--- config.mk ---
export PLATFORM = sky130hd
export DESIGN_NAME = uart_rx
export DESIGN_NICKNAME = d
export VERILOG_FILES = /design/src/rtl/uart_rx.sv
export SDC_FILE = /design/constraint.sdc
export NUM_CORES = 1
export LEC_CHECK = 0
export BUFFER_PORTS_ARGS = -buffer_cell sky130_fd_sc_hd__buf_4
export CORE_UTILIZATION = 63
export CTS_BUF_LIST = sky130_fd_sc_hd__clkbuf_16
export DETAILED_ROUTE_END_ITERATION = 8
export GPL_TIMING_DRIVEN = 0
export PLACE_DENSITY = 0.9
export SLEW_MARGIN = 20
export SYNTH_ARGS = -nofsm -noshare
export SYNTH_HDL_FRONTEND = slang
export SYNTH_SLANG_ARGS = --single-unit
--- constraint.sdc ---
create_clock -name CP -period 3.1 [get_ports CP]
set_input_delay 0 -clock CP [delete_from_list [all_inputs] [get_ports CP]]
set_output_delay 0 -clock CP [all_outputs]
set_load 0.05 [all_outputs]
--- src/rtl/uart_rx.sv ---
// uart_rx: serial-to-parallel UART receiver for 8N1 frames (LSB first,
// idle-high line). It recovers each byte from a transmitter's serial output
// and flags frames whose stop bit is sampled low.
//
// Ports:
//   CP        in   system clock, rising edge
//   RST       in   asynchronous, active-high reset
//   Rx        in   serial line, asynchronous to CP, idle high
//   Data      out  [7:0] last correctly framed byte
//   Valid     out  one-cycle pulse, Data updated this cycle
//   FrameErr  out  one-cycle pulse, stop bit sampled low
//   Busy      out  high whenever the receiver is not in IDLE
//
// Parameters:
//   CLKS_PER_BIT  CP cycles per bit period (>= 4)
//   HALF_BIT      cycles from the start-bit edge to its centre sample point

`timescale 1ns/1ps

module uart_rx #(
    parameter int CLKS_PER_BIT = 5208,
    parameter int HALF_BIT     = CLKS_PER_BIT / 2
) (
    input  logic       CP,
    input  logic       RST,
    input  logic       Rx,
    output logic [7:0] Data,
    output logic       Valid,
    output logic       FrameErr,
    output logic       Busy
);

    localparam int CW = $clog2(CLKS_PER_BIT);

    localparam logic [CW-1:0] HALF_LAST = CW'(HALF_BIT - 1);
    localparam logic [CW-1:0] BIT_LAST  = CW'(CLKS_PER_BIT - 1);
    localparam logic [CW-1:0] CNT_ONE   = CW'(1);

    // BREAK is the power-up state: the line must be seen high before a start
    // bit is accepted, so a line held low after reset or after a framing
    // error cannot fake a frame.
    typedef enum logic [2:0] {
        S_BREAK,
        S_IDLE,
        S_START,
        S_DATA,
        S_STOP
    } state_t;

    state_t        state_q, state_d;
    logic          sync1_q, sync2_q;
    logic          rs;
    logic [CW-1:0] cnt_q, cnt_d;
    logic [2:0]    idx_q, idx_d;
    logic [7:0]    sh_q, sh_d;
    logic [7:0]    data_q, data_d;
    logic          valid_q, valid_d;
    logic          ferr_q, ferr_d;

    // Two-flop synchroniser; resets to the idle (high) level.
    // NOTE: sequential state uses non-blocking (<=) so every flop samples
    // the pre-edge values and the two stages really form a 2-cycle delay.
    always_ff @(posedge CP or posedge RST) begin
        if (RST) begin
            sync1_q <= 1'b1;
            sync2_q <= 1'b1;
        end else begin
            sync1_q <= Rx;
            sync2_q <= sync1_q;
        end
    end

    assign rs = sync2_q;

    always_ff @(posedge CP or posedge RST) begin
        if (RST) begin
            state_q <= S_BREAK;
            cnt_q   <= '0;
            idx_q   <= '0;
            sh_q    <= '0;
            data_q  <= '0;
            valid_q <= 1'b0;
            ferr_q  <= 1'b0;
        end else begin
            state_q <= state_d;
            cnt_q   <= cnt_d;
            idx_q   <= idx_d;
            sh_q    <= sh_d;
            data_q  <= data_d;
            valid_q <= valid_d;
            ferr_q  <= ferr_d;
        end
    end

    always_comb begin
        // NOTE: every signal written here gets a default first, so no path
        // through the case leaves it unassigned and no latch is inferred.
        state_d = state_q;
        cnt_d   = cnt_q;
        idx_d   = idx_q;
        sh_d    = sh_q;
        data_d  = data_q;
        valid_d = 1'b0;
        ferr_d  = 1'b0;

        case (state_q)
            S_BREAK: begin
                if (rs) begin
                    state_d = S_IDLE;
                end
            end

            S_IDLE: begin
                if (!rs) begin
                    cnt_d   = '0;
                    state_d = S_START;
                end
            end

            // Re-check the start bit at its centre; a high line here was a
            // glitch and is dropped silently.
            S_START: begin
                cnt_d = cnt_q + CNT_ONE;
                if (cnt_q == HALF_LAST) begin
                    if (!rs) begin
                        cnt_d   = '0;
                        idx_d   = '0;
                        state_d = S_DATA;
                    end else begin
                        state_d = S_IDLE;
                    end
                end
            end

            // Counting starts from the start-bit centre, so each full bit
            // period lands on the centre of the next data bit.
            S_DATA: begin
                cnt_d = cnt_q + CNT_ONE;
                if (cnt_q == BIT_LAST) begin
                    cnt_d = '0;
                    sh_d  = {rs, sh_q[7:1]};
                    if (idx_q == 3'd7) begin
                        state_d = S_STOP;
                    end else begin
                        idx_d = idx_q + 3'd1;
                    end
                end
            end

            S_STOP: begin
                cnt_d = cnt_q + CNT_ONE;
                if (cnt_q == BIT_LAST) begin
                    cnt_d = '0;
                    if (rs) begin
                        data_d  = sh_q;
                        valid_d = 1'b1;
                        state_d = S_IDLE;
                    end else begin
                        ferr_d  = 1'b1;
                        state_d = S_BREAK;
                    end
                end
            end

            default: begin
                state_d = S_BREAK;
            end
        endcase
    end

    assign Data     = data_q;
    assign Valid    = valid_q;
    assign FrameErr = ferr_q;
    assign Busy     = (state_q != S_IDLE);

endmodule
* After elaboration in Yosys (flattened, before gate mapping)
Index checks and enable logic that the tools add are counted.
** Cells by class
- $add $sub $neg :: 2
- Eq/ne operators :: 16
- Muxes and demuxes :: 25
- Reductions and logical operators :: 9
** Operators by type and width (count)
- $mux 13 :: 4
- $pmux 13 s3 :: 1
- $mux 3 :: 10
- $ne 2x2->1 const B :: 8
- $pmux 3 s5 :: 1
- $add 13x1->13 const B :: 1
- $eq 13x12->1 const B :: 1
- $eq 13x13->1 const B :: 1
- $mux 1 :: 7
- $eq 3x2->1 const B :: 2
- $eq 3x3->1 const B :: 2
- $pmux 3 s2 :: 1
- $reduce_and 6->1 :: 1
- $reduce_and 5->1 :: 1
- $reduce_and 2->1 :: 2
- $add 3x1->3 const B :: 1
- $eq 3x1->1 const B :: 1
- $logic_not 3->1 :: 1
- $ne 3x1->1 const B :: 1
- $reduce_and 3->1 :: 1
- $reduce_bool 3->1 :: 1
- $mux 2 :: 1
- $reduce_bool 2->1 :: 1
- $reduce_or 2->1 :: 1
** Word-level totals
- Register bits :: 39
- Bits of input ports :: 3
- Output and inout bits :: 11
- Word-level logic and storage cells :: 61

* Logic depth before layout (Yosys ltp)
Gate-level depths: netlist of the first run.
- Word-level depth :: 4
- Mapped depth :: 7
- Depth with buffers taken out :: 6

* Worst setup path after synthesis of the first run
OpenSTA, ideal clock, no wires.
- Kind :: reg-to-reg
- From :: reg cnt_q[0]
- To :: reg data_q[0] (netlist: Data[0])
- Library setup time :: 0.125 ns
- Arrival :: 1.670 ns
- Required time :: 2.975 ns
- Slack :: 1.305 ns
- Cell stages (with the launch flop) :: 6
- Path buffers :: 0
- Period minus slack after synthesis :: 1.795 ns
- Path through :: dfrtp_1 > ha_1 > and4bb_4 > nand3_4 > nor3_4 > mux2_2
** On the way
- Cells in the longest elaborated chain, start to end :: 2
** Ends and longest elaborated chain
- start, declared :: RTL line 53 : logic [CW-1:0] cnt_q, cnt_d;
- start signal, assigned :: RTL line 86 : cnt_q <= cnt_d;
- $eq 13x13->1 :: RTL line 152 : if (cnt_q == BIT_LAST) begin
- $reduce_and 3->1 (no line)
- end signal, assigned :: RTL line 89 : data_q <= data_d;
- end, declared :: RTL line 56 : logic [7:0] data_q, data_d;
Every way passes these cells.
A chain may end at the register's enable or synchronous reset.

* Worst setup path after layout of the first run
Ends and elaborated chain as after synthesis.

==> tab_implementation.tex, run 1 <==
\begin{tabular}{lr}
\hline
Metric & Value \\
\hline
\multicolumn{2}{l}{\textbf{Worst setup path}} \\
\quad CP endpoint kind & flip-flop \\
\quad Signal arrival time at the worst endpoint & 2.21 ns \\
\quad CP top delay family & simple AND/OR/NAND/NOR gates \\
\quad Max stage delay cell, worst path & nor3\_4 \\
\quad Number of buffers and inverters on the critical path & 0 \\
\quad Delay of the slowest critical-path stage & 0.45 ns \\
\quad Crit. path cell count & 5 \\
\quad Worst Reg-to-Reg Cells & 5 \\
\quad Startpoint types & flip-flop \\
\quad Worst endpoint required time & 3.27 ns \\
\quad Worst setup path class & flip-flop to flip-flop \\
\quad Crit path cell chain & ha\_1 -> and4bb\_4 -> nand3\_4 -> nor3\_4 -> mux2\_2 \\
\quad Maximum fanout count along the critical path & 9 \\
\multicolumn{2}{l}{\textbf{Timing}} \\
\quad Unrepaired setup endpoints after global routing & no \\
\quad Max-slew headroom & 48.3\% \\
\quad Final cycle utilization of the critical path & 65.8\% \\
\quad Worst-case setup margin in the final layout & 1.06 ns \\
\quad Final setup fails & 0 \\
\quad Final setup TNS & 0 ns \\
\quad Slew at the pin with the worst max-slew slack & 0.774 ns \\
\quad Number of hold violations in the final report & 0 \\
\quad Count of pins over their slew limit & 0 \\
\quad Clock tree skew after final layout & 0.00652 ns \\
\quad Min cycle time layout & 2.04 ns \\
\quad Achievable Freq & 490 MHz \\
\multicolumn{2}{l}{\textbf{Logic synthesis}} \\
\quad Number of register bits inferred by synthesis & 39 \\
\quad Part of the Yosys area used for sequential elements & 51.4\% \\
\quad Number of enable-type register cells in the synthesized netlist & 0 \\
\quad Number of synthesis warnings & 0 \\
\quad Syn Nets & 170 \\
\quad Post-synth design cell area & 0.00190 mm2 \\
\quad Predominant post-synthesis flop cell & dfrtp\_1 \\
\quad Synth Instances & 164 \\
\quad Mean instance size in the synthesized netlist & 11.6 um2 \\
\quad Ys async rst share & 100\% \\
\quad Number of distinct library cells after synthesis & 46 \\
\multicolumn{2}{l}{\textbf{Route}} \\
\quad Count of TritonRoute iterations in the first routing pass & 4 \\
\quad Vias/cell & 6.19 \\
\quad Residual antenna-violating net count after detailed routing & 0 \\
\quad Residual DRC & 0 \\
\quad Number of vias in the routed layout & 1350 \\
\quad Violation count after the first detailed-routing iteration & 53 \\
\quad Wirelength per Cell & 17.6 um \\
\quad DRT Wirelength & 3830 um \\
\multicolumn{2}{l}{\textbf{Clocking}} \\
\quad Clock buffer count from CTS & 5 \\
\quad Clock edge transition at the registers on the reported setup and hold paths & 0.06 ns \\
\quad \# H-tree levels & 2 \\
\quad \# Post-CTS Setup Buffers & 0 \\
\quad Max Buffers Root-to-Sink & 2 \\
\quad Clk\_lat worst skew & 0.28 ns \\
\quad TritonCTS clock tree & built \\
\quad Clock tree sinks & 39 \\
\quad Root cell of the clock tree & clkbuf\_16 \\
\quad Cts repair resizes & 0 \\
\multicolumn{2}{l}{\textbf{Flow run}} \\
\quad Max-cap violations & 0 \\
\multicolumn{2}{l}{\textbf{Global route}} \\
\quad Via count of the first global-routing pass & 1371 \\
\quad Pin count of the biggest net entering global routing & 40 \\
\quad GRT Resource Usage Total & 27.6\% \\
\quad Antenna violations before repair & 0 \\
\quad Global-route wire length before repair & 6510 um \\
\quad Gr ovfl total & 0 \\
\multicolumn{2}{l}{\textbf{Pwr}} \\
\quad Worst-case vdd ir drop & 0.539 mV \\
\quad Leakage power total & 1.06 nW \\
\quad Pwr per Cell Area & 709 mW/mm2 \\
\multicolumn{2}{l}{\textbf{Die}} \\
\quad Initial cell density of the core & 67.9\% \\
\quad Overall die area & 0.00325 mm2 \\
\quad Height of the die & 57.0 um \\
\quad Chip width & 57.0 um \\
\quad CORE AREA & 0.00281 mm2 \\
\quad I/O pin count & 14 \\
\quad Number of placement rows & 19 \\
\multicolumn{2}{l}{\textbf{Placement}} \\
\quad Total of buffers placed on input and output ports & 13 \\
\quad Post-place setup slack & 1.07 ns \\
\quad Final weighted congestion in routability-driven placement & 0.894 \\
\quad Post-DP HPWL & 2570 um \\
\quad \# placed instances & 208 \\
\quad Placed Instance Area & 0.00204 mm2 \\
\multicolumn{2}{l}{\textbf{Final layout}} \\
\quad Fraction of final layout cells sized beyond drive strength 1 & 29.9\% \\
\quad Number of antenna cells inserted & 0 \\
\quad Final Instance Count excl. Fillers & 218 \\
\quad Commonest non-fill, non-tap cell in the layout & dfrtp\_1 \\
\quad Number of nets in the final layout & 192 \\
\quad Commonest cells after routing, fill and taps aside & dfrtp\_1 (37), nor2\_1 (16), mux2\_2 (16) \\
\quad Final core utilization & 80.3\% \\
\quad Final std cell area, no fill & 0.00225 mm2 \\
\quad Layout overhead on the synthesized area & 18.3\% \\
\multicolumn{2}{l}{\textbf{Worst hold path}} \\
\quad Worst hold path stage count & 0 \\
\quad Path class of the lowest-slack min-delay path & flip-flop to flip-flop \\
\multicolumn{2}{l}{\textbf{Outcome}} \\
\quad Run status & finished clean \\
\hline
\end{tabular}
per-stage QoR:
| step | hold WS (ns) | total power [W] |
|---|---|---|
| floorplan | 0.00448 | 0.000847 |
| global placement | 0.109 | 0.000904 |
| detailed placement | 0.112 | 0.000937 |
| CTS | 0.362 | 0.00160 |
| global route | 0.362 | 0.00167 |
| finish | 0.359 | 0.00160 |
registers in the layout (all words and copies together), names as in the netlist:
register	cells
idx_q	3
rs	1
Valid	1
sync1_q	1
FrameErr	1
Data	8
sh_q	8
state_q	3
cnt_q	13
cells in the mapped netlist (3+ instances only):
library cell / instances / area share (%)
nor3_1: 9 / 2.4
ha_1: 3 / 2.0
dfrtp_1: 37 / 49
nand4_1: 3 / 0.99
inv_1: 7 / 1.4
nand2_1: 11 / 2.2
o21ai_0: 3 / 0.79
nand3_1: 3 / 0.79
mux2_2: 16 / 9.5
xnor2_1: 7 / 3.2
nor2_1: 16 / 3.2
area by class of cell:
| class | instances | area (um2) |
|---|---|---|
| flip-flops and latches | 39 | 978 |
| repair buffers | 15 | 118 |
| well taps | 31 | 38.8 |
| multi-input cells | 114 | 865 |
| plain buffers | 4 | 35.0 |
| clock buffers | 5 | 125 |
| fillers | 160 | 552 |
| inverters | 7 | 26.3 |
| clock inverters | 3 | 67.6 |
power by group:
part	internal, W	switching [W]	total, W	leakage (nW)
Combinational	0.000121	0.000214	0.000334	0.441
Sequential	0.000555	0.0000495	0.000605	0.527
Clock	0.000461	0.000198	0.000659	0.0900
Total	0.00114	0.000461	0.00160	1.06
path summary, 6_finish.rpt:
path | start | endpoint | slack, ns
max reg2reg | cnt_q[0] | Data[0] | 1.06
max in group asynchronous | RST | cnt_q[8] | 2.16
min reg2reg | sync1_q | rs | 0.36
min | sync1_q | rs | 0.36
min in group asynchronous | RST | Data[4] | 0.45
max | cnt_q[0] | Data[0] | 1.06
routing by layer:
metal	global-route usage (%)	vias up	part of all wire (%)
met4	10.5	0	1.7
met2	46.1	42	52
met3	8.39	7	5.5
li1	-	632	-
met5	0	-	0
met1	33.9	669	41
logic make-up (layout without fill, tap and decap cells):
| kind of cell | count (synthesis) | in the layout | share of synthesized area, % |
|---|---|---|---|
| buffers and inverters | 11 | 34 | 3.22 |
| xor gates and xnor gates | 9 | 9 | 4.14 |
| adders and majority gates | 3 | 3 | 1.97 |
| AOI/OAI and AO/OA | 21 | 21 | 8.48 |
| muxes | 18 | 18 | 10.5 |
| DFF | 39 | 39 | 51.4 |
| and+or+nand+nor | 63 | 63 | 20.3 |
what timing repair did:
item,4_1_cts,5_1_grt
endpoints found under the setup margin,0,0
hold buffers,2,0
hold endpoints to repair,38,0
Note: power is estimated with default switching activity, not from simulation.
==> inputs of run 2 (changes only) <==
--- a/config.mk
+++ b/config.mk
@@ -6,11 +6,11 @@
 export NUM_CORES = 1
 export LEC_CHECK = 0
 export BUFFER_PORTS_ARGS = -buffer_cell sky130_fd_sc_hd__buf_4
-export CORE_UTILIZATION = 63
+export CORE_UTILIZATION = 59
 export CTS_BUF_LIST = sky130_fd_sc_hd__clkbuf_16
 export DETAILED_ROUTE_END_ITERATION = 8
 export GPL_TIMING_DRIVEN = 0
-export PLACE_DENSITY = 0.9
+export PLACE_DENSITY = 0.85
 export SLEW_MARGIN = 20
 export SYNTH_ARGS = -nofsm -noshare
 export SYNTH_HDL_FRONTEND = slang
==> constraint.sdc (replaced) <==
create_clock -name CP -period 2 [get_ports CP]
set_input_delay 0 -clock CP [delete_from_list [all_inputs] [get_ports CP]]
set_output_delay 0 -clock CP [all_outputs]
set_load 0.05 [all_outputs]
==> run 2 against run 1 <==
Maximum frequency up 3.9%; utilization shrank 7.0 points; setup slack got worse by 1.0 ns; first-iteration DRC count is 66% higher; highest routed layer unchanged; largest cell class unchanged; cell count up 6.9%; total power grew 38%; critical path depth grew 1.
==> tab_implementation.tex, run 2 (synthesis gave the netlist of run 1 again) <==
\begin{tabular}{lr}
\hline
Metric & Value \\
\hline
\multicolumn{2}{l}{\textbf{Placement}} \\
\quad Post-DP HPWL & 2610 um (was 2570 um) \\
\quad Final weighted congestion in routability-driven placement & 0.821 (was 0.894) \\
\quad Total of buffers placed on input and output ports & 13 (unchanged) \\
\quad \# placed instances & 221 (was 208) \\
\multicolumn{2}{l}{\textbf{Timing}} \\
\quad Clock tree skew after final layout & 0.00351 ns (was 0.00652 ns) \\
\quad Number of hold violations in the final report & 0 (unchanged) \\
\quad Min cycle time layout & 1.96 ns (was 2.04 ns) \\
\quad Count of pins over their slew limit & 0 (unchanged) \\
\quad Slew at the pin with the worst max-slew slack & 0.787 ns (was 0.774 ns) \\
\quad Unrepaired setup endpoints after global routing & yes (was no) \\
\quad Max-slew headroom & 47.5\% (was 48.3\%) \\
\quad Achievable Freq & 509 MHz (was 490 MHz) \\
\quad Final setup TNS & 0 ns (unchanged) \\
\quad Final cycle utilization of the critical path & 98.2\% (was 65.8\%) \\
\quad Final setup fails & 0 (unchanged) \\
\multicolumn{2}{l}{\textbf{Pwr}} \\
\quad Worst-case vdd ir drop & 0.735 mV (was 0.539 mV) \\
\quad Leakage power total & 1.06 nW (about the same) \\
\quad Pwr per Cell Area & 987 mW/mm2 (was 709 mW/mm2) \\
\quad Total design power & 0.00221 W (was 0.00160 W) \\
\multicolumn{2}{l}{\textbf{Flow run}} \\
\quad Max-cap violations & 0 (unchanged) \\
\multicolumn{2}{l}{\textbf{Route}} \\
\quad Residual antenna-violating net count after detailed routing & 0 (unchanged) \\
\quad Residual DRC & 0 (unchanged) \\
\quad Number of vias in the routed layout & 1398 (was 1350) \\
\quad Wirelength per Cell & 17.1 um (was 17.6 um) \\
\quad Vias/cell & 6.00 (was 6.19) \\
\quad Count of TritonRoute iterations in the first routing pass & 4 (unchanged) \\
\quad Violation count after the first detailed-routing iteration & 88 (was 53) \\
\quad DRT Wirelength & 3980 um (was 3830 um) \\
\multicolumn{2}{l}{\textbf{Final layout}} \\
\quad Number of flip-flops in the largest register & 13 (unchanged) \\
\quad Commonest non-fill, non-tap cell in the layout & dfrtp\_1 (unchanged) \\
\quad Most flops, register & cnt\_q (unchanged) \\
\quad Commonest cells after routing, fill and taps aside & dfrtp\_1 (37), nor2\_1 (16), mux2\_2 (16) (unchanged) \\
\quad Number of nets in the final layout & 194 (was 192) \\
\quad Layout overhead on the synthesized area & 17.5\% (was 18.3\%) \\
\quad Number of antenna cells inserted & 0 (unchanged) \\
\quad Fraction of final layout cells sized beyond drive strength 1 & 29.6\% (was 29.9\%) \\
\quad Final Instance Count excl. Fillers & 233 (was 218) \\
\multicolumn{2}{l}{\textbf{Global route}} \\
\quad Global-route wire length before repair & 6410 um (was 6510 um) \\
\quad GRT Resource Usage Total & 25.9\% (was 27.6\%) \\
\quad Antenna violations before repair & 0 (unchanged) \\
\quad Pin count of the biggest net entering global routing & 40 (unchanged) \\
\quad Gr ovfl total & 0 (unchanged) \\
\quad Via count of the first global-routing pass & 1352 (was 1371) \\
\multicolumn{2}{l}{\textbf{Clocking}} \\
\quad \# H-tree levels & 2 (unchanged) \\
\quad Max Buffers Root-to-Sink & 2 (unchanged) \\
\quad Clock edge transition at the registers on the reported setup and hold paths & 0.05 ns (was 0.06 ns) \\
\quad Root cell of the clock tree & clkbuf\_16 (unchanged) \\
\quad Clock buffer count from CTS & 5 (unchanged) \\
\quad TritonCTS clock tree & built (unchanged) \\
\quad Clock tree sinks & 39 (unchanged) \\
\quad Clk\_lat worst skew & 0.28 ns (about the same) \\
\multicolumn{2}{l}{\textbf{Worst setup path}} \\
\quad Delay of the slowest critical-path stage & 0.44 ns (was 0.45 ns) \\
\quad Maximum fanout count along the critical path & 10 (was 9) \\
\quad Worst endpoint required time & 2.15 ns (was 3.27 ns) \\
\quad Startpoint types & flip-flop (unchanged) \\
\quad Number of buffers and inverters on the critical path & 1 (was 0) \\
\quad Crit path cell chain & buf\_2 -> o21ai\_0 -> o31ai\_4 -> nor4\_1 -> xnor2\_1 -> nor2\_1 (was ha\_1 -> and4bb\_4 -> nand3\_4 -> nor3\_4 -> mux2\_2) \\
\quad CP top delay family & compound AO/OA/AOI/OAI gates (was simple AND/OR/NAND/NOR gates) \\
\quad CP endpoint kind & flip-flop (unchanged) \\
\quad Max stage delay cell, worst path & o21ai\_0 (was nor3\_4) \\
\quad Signal arrival time at the worst endpoint & 2.12 ns (was 2.21 ns) \\
\quad Worst setup path class & flip-flop to flip-flop (unchanged) \\
\multicolumn{2}{l}{\textbf{Die}} \\
\quad I/O pin count & 14 (unchanged) \\
\quad Initial cell density of the core & 62.4\% (was 67.9\%) \\
\quad CORE AREA & 0.00305 mm2 (was 0.00281 mm2) \\
\quad Number of placement rows & 20 (was 19) \\
\quad Height of the die & 58.8 um (was 57.0 um) \\
\quad Chip width & 58.8 um (was 57.0 um) \\
\quad Overall die area & 0.00346 mm2 (was 0.00325 mm2) \\
\multicolumn{2}{l}{\textbf{Worst hold path}} \\
\quad Path class of the lowest-slack min-delay path & flip-flop to flip-flop (unchanged) \\
\multicolumn{2}{l}{\textbf{Outcome}} \\
\quad Run status & finished clean (unchanged) \\
\hline
\end{tabular}
## run 2: changes by cell type in the layout (fill, tap and decap cells not counted), sizes merged
cell | before | now
clkinv | 0 | 1
clkinvlp | 1 | 0
bufinv | 2 | 0
buf | 16 | 18
inv | 7 | 9
## run 2: routing by layer
metal | global-route usage (%) | share of wire, % | vias up | wire length (um)
met3 | 5.93 | 4.3 | 12 | 173
met1 | 33.2 | 41 | 698 | 1650
li1 | - | - | 636 | -
met5 | 0 | 0 | - | 0
met2 | 41.7 | 51 | 52 | 2050
met4 | 11.9 | 2.6 | 0 | 105
## run 2: what timing repair did
action / in CTS / in global routing
endpoints found under the hold margin: 38 / 0
pin swaps: 1 / 1
gates resized for setup: 0 / 1
setup buffers: 0 / 2
endpoints found under the setup margin: 8 / 17
hold buffers: 2 / 0
## run 2: path summary, 6_finish.rpt
kind,cells past startpoint,endpoint,slack [ns],startpoint
worst min register to register,0,rs,0.36,sync1_q
max in group asynchronous,3,Data[4],1.06,RST
min in group asynchronous,3,idx_q[2],0.43,RST
worst max-delay path,6,cnt_q[12],0.04,state_q[1]
worst min-delay path,0,rs,0.36,sync1_q
worst max register to register,6,cnt_q[12],0.04,state_q[1]
## run 2: final cells by class
type,instances,area [um2]
inverters,7,26.3
flip-flops and latches,39,978
fillers,209,815
clock inverters,3,12.5
plain buffers,4,35.0
repair buffers,17,133
clock buffers,5,125
well taps,44,55.1
multi-input cells,114,873
## run 2: stage by stage
stage / utilization, % / worst slack (ns) / area (um2) / hold WS (ns)
finish: 73.3 / 0.0361 / 2240 / 0.364
CTS: 72.5 / 0.0280 / 2210 / 0.364
detailed placement: 67.4 / -0.0315 / 2060 / 0.110
global route: 73.3 / -0.0825 / 2240 / 0.369
floorplan: - / 0.205 / 1900 / 0.00448
global placement: 67.4 / 0.0517 / 2060 / 0.109
## run 2: where the power goes
| group | internal (W) | leakage [nW] | switching, W | total (W) |
|---|---|---|---|---|
| Sequential | 0.000861 | 0.527 | 0.0000760 | 0.000937 |
| Combinational | 0.000193 | 0.454 | 0.000337 | 0.000531 |
| Clock | 0.000450 | 0.0762 | 0.000293 | 0.000743 |
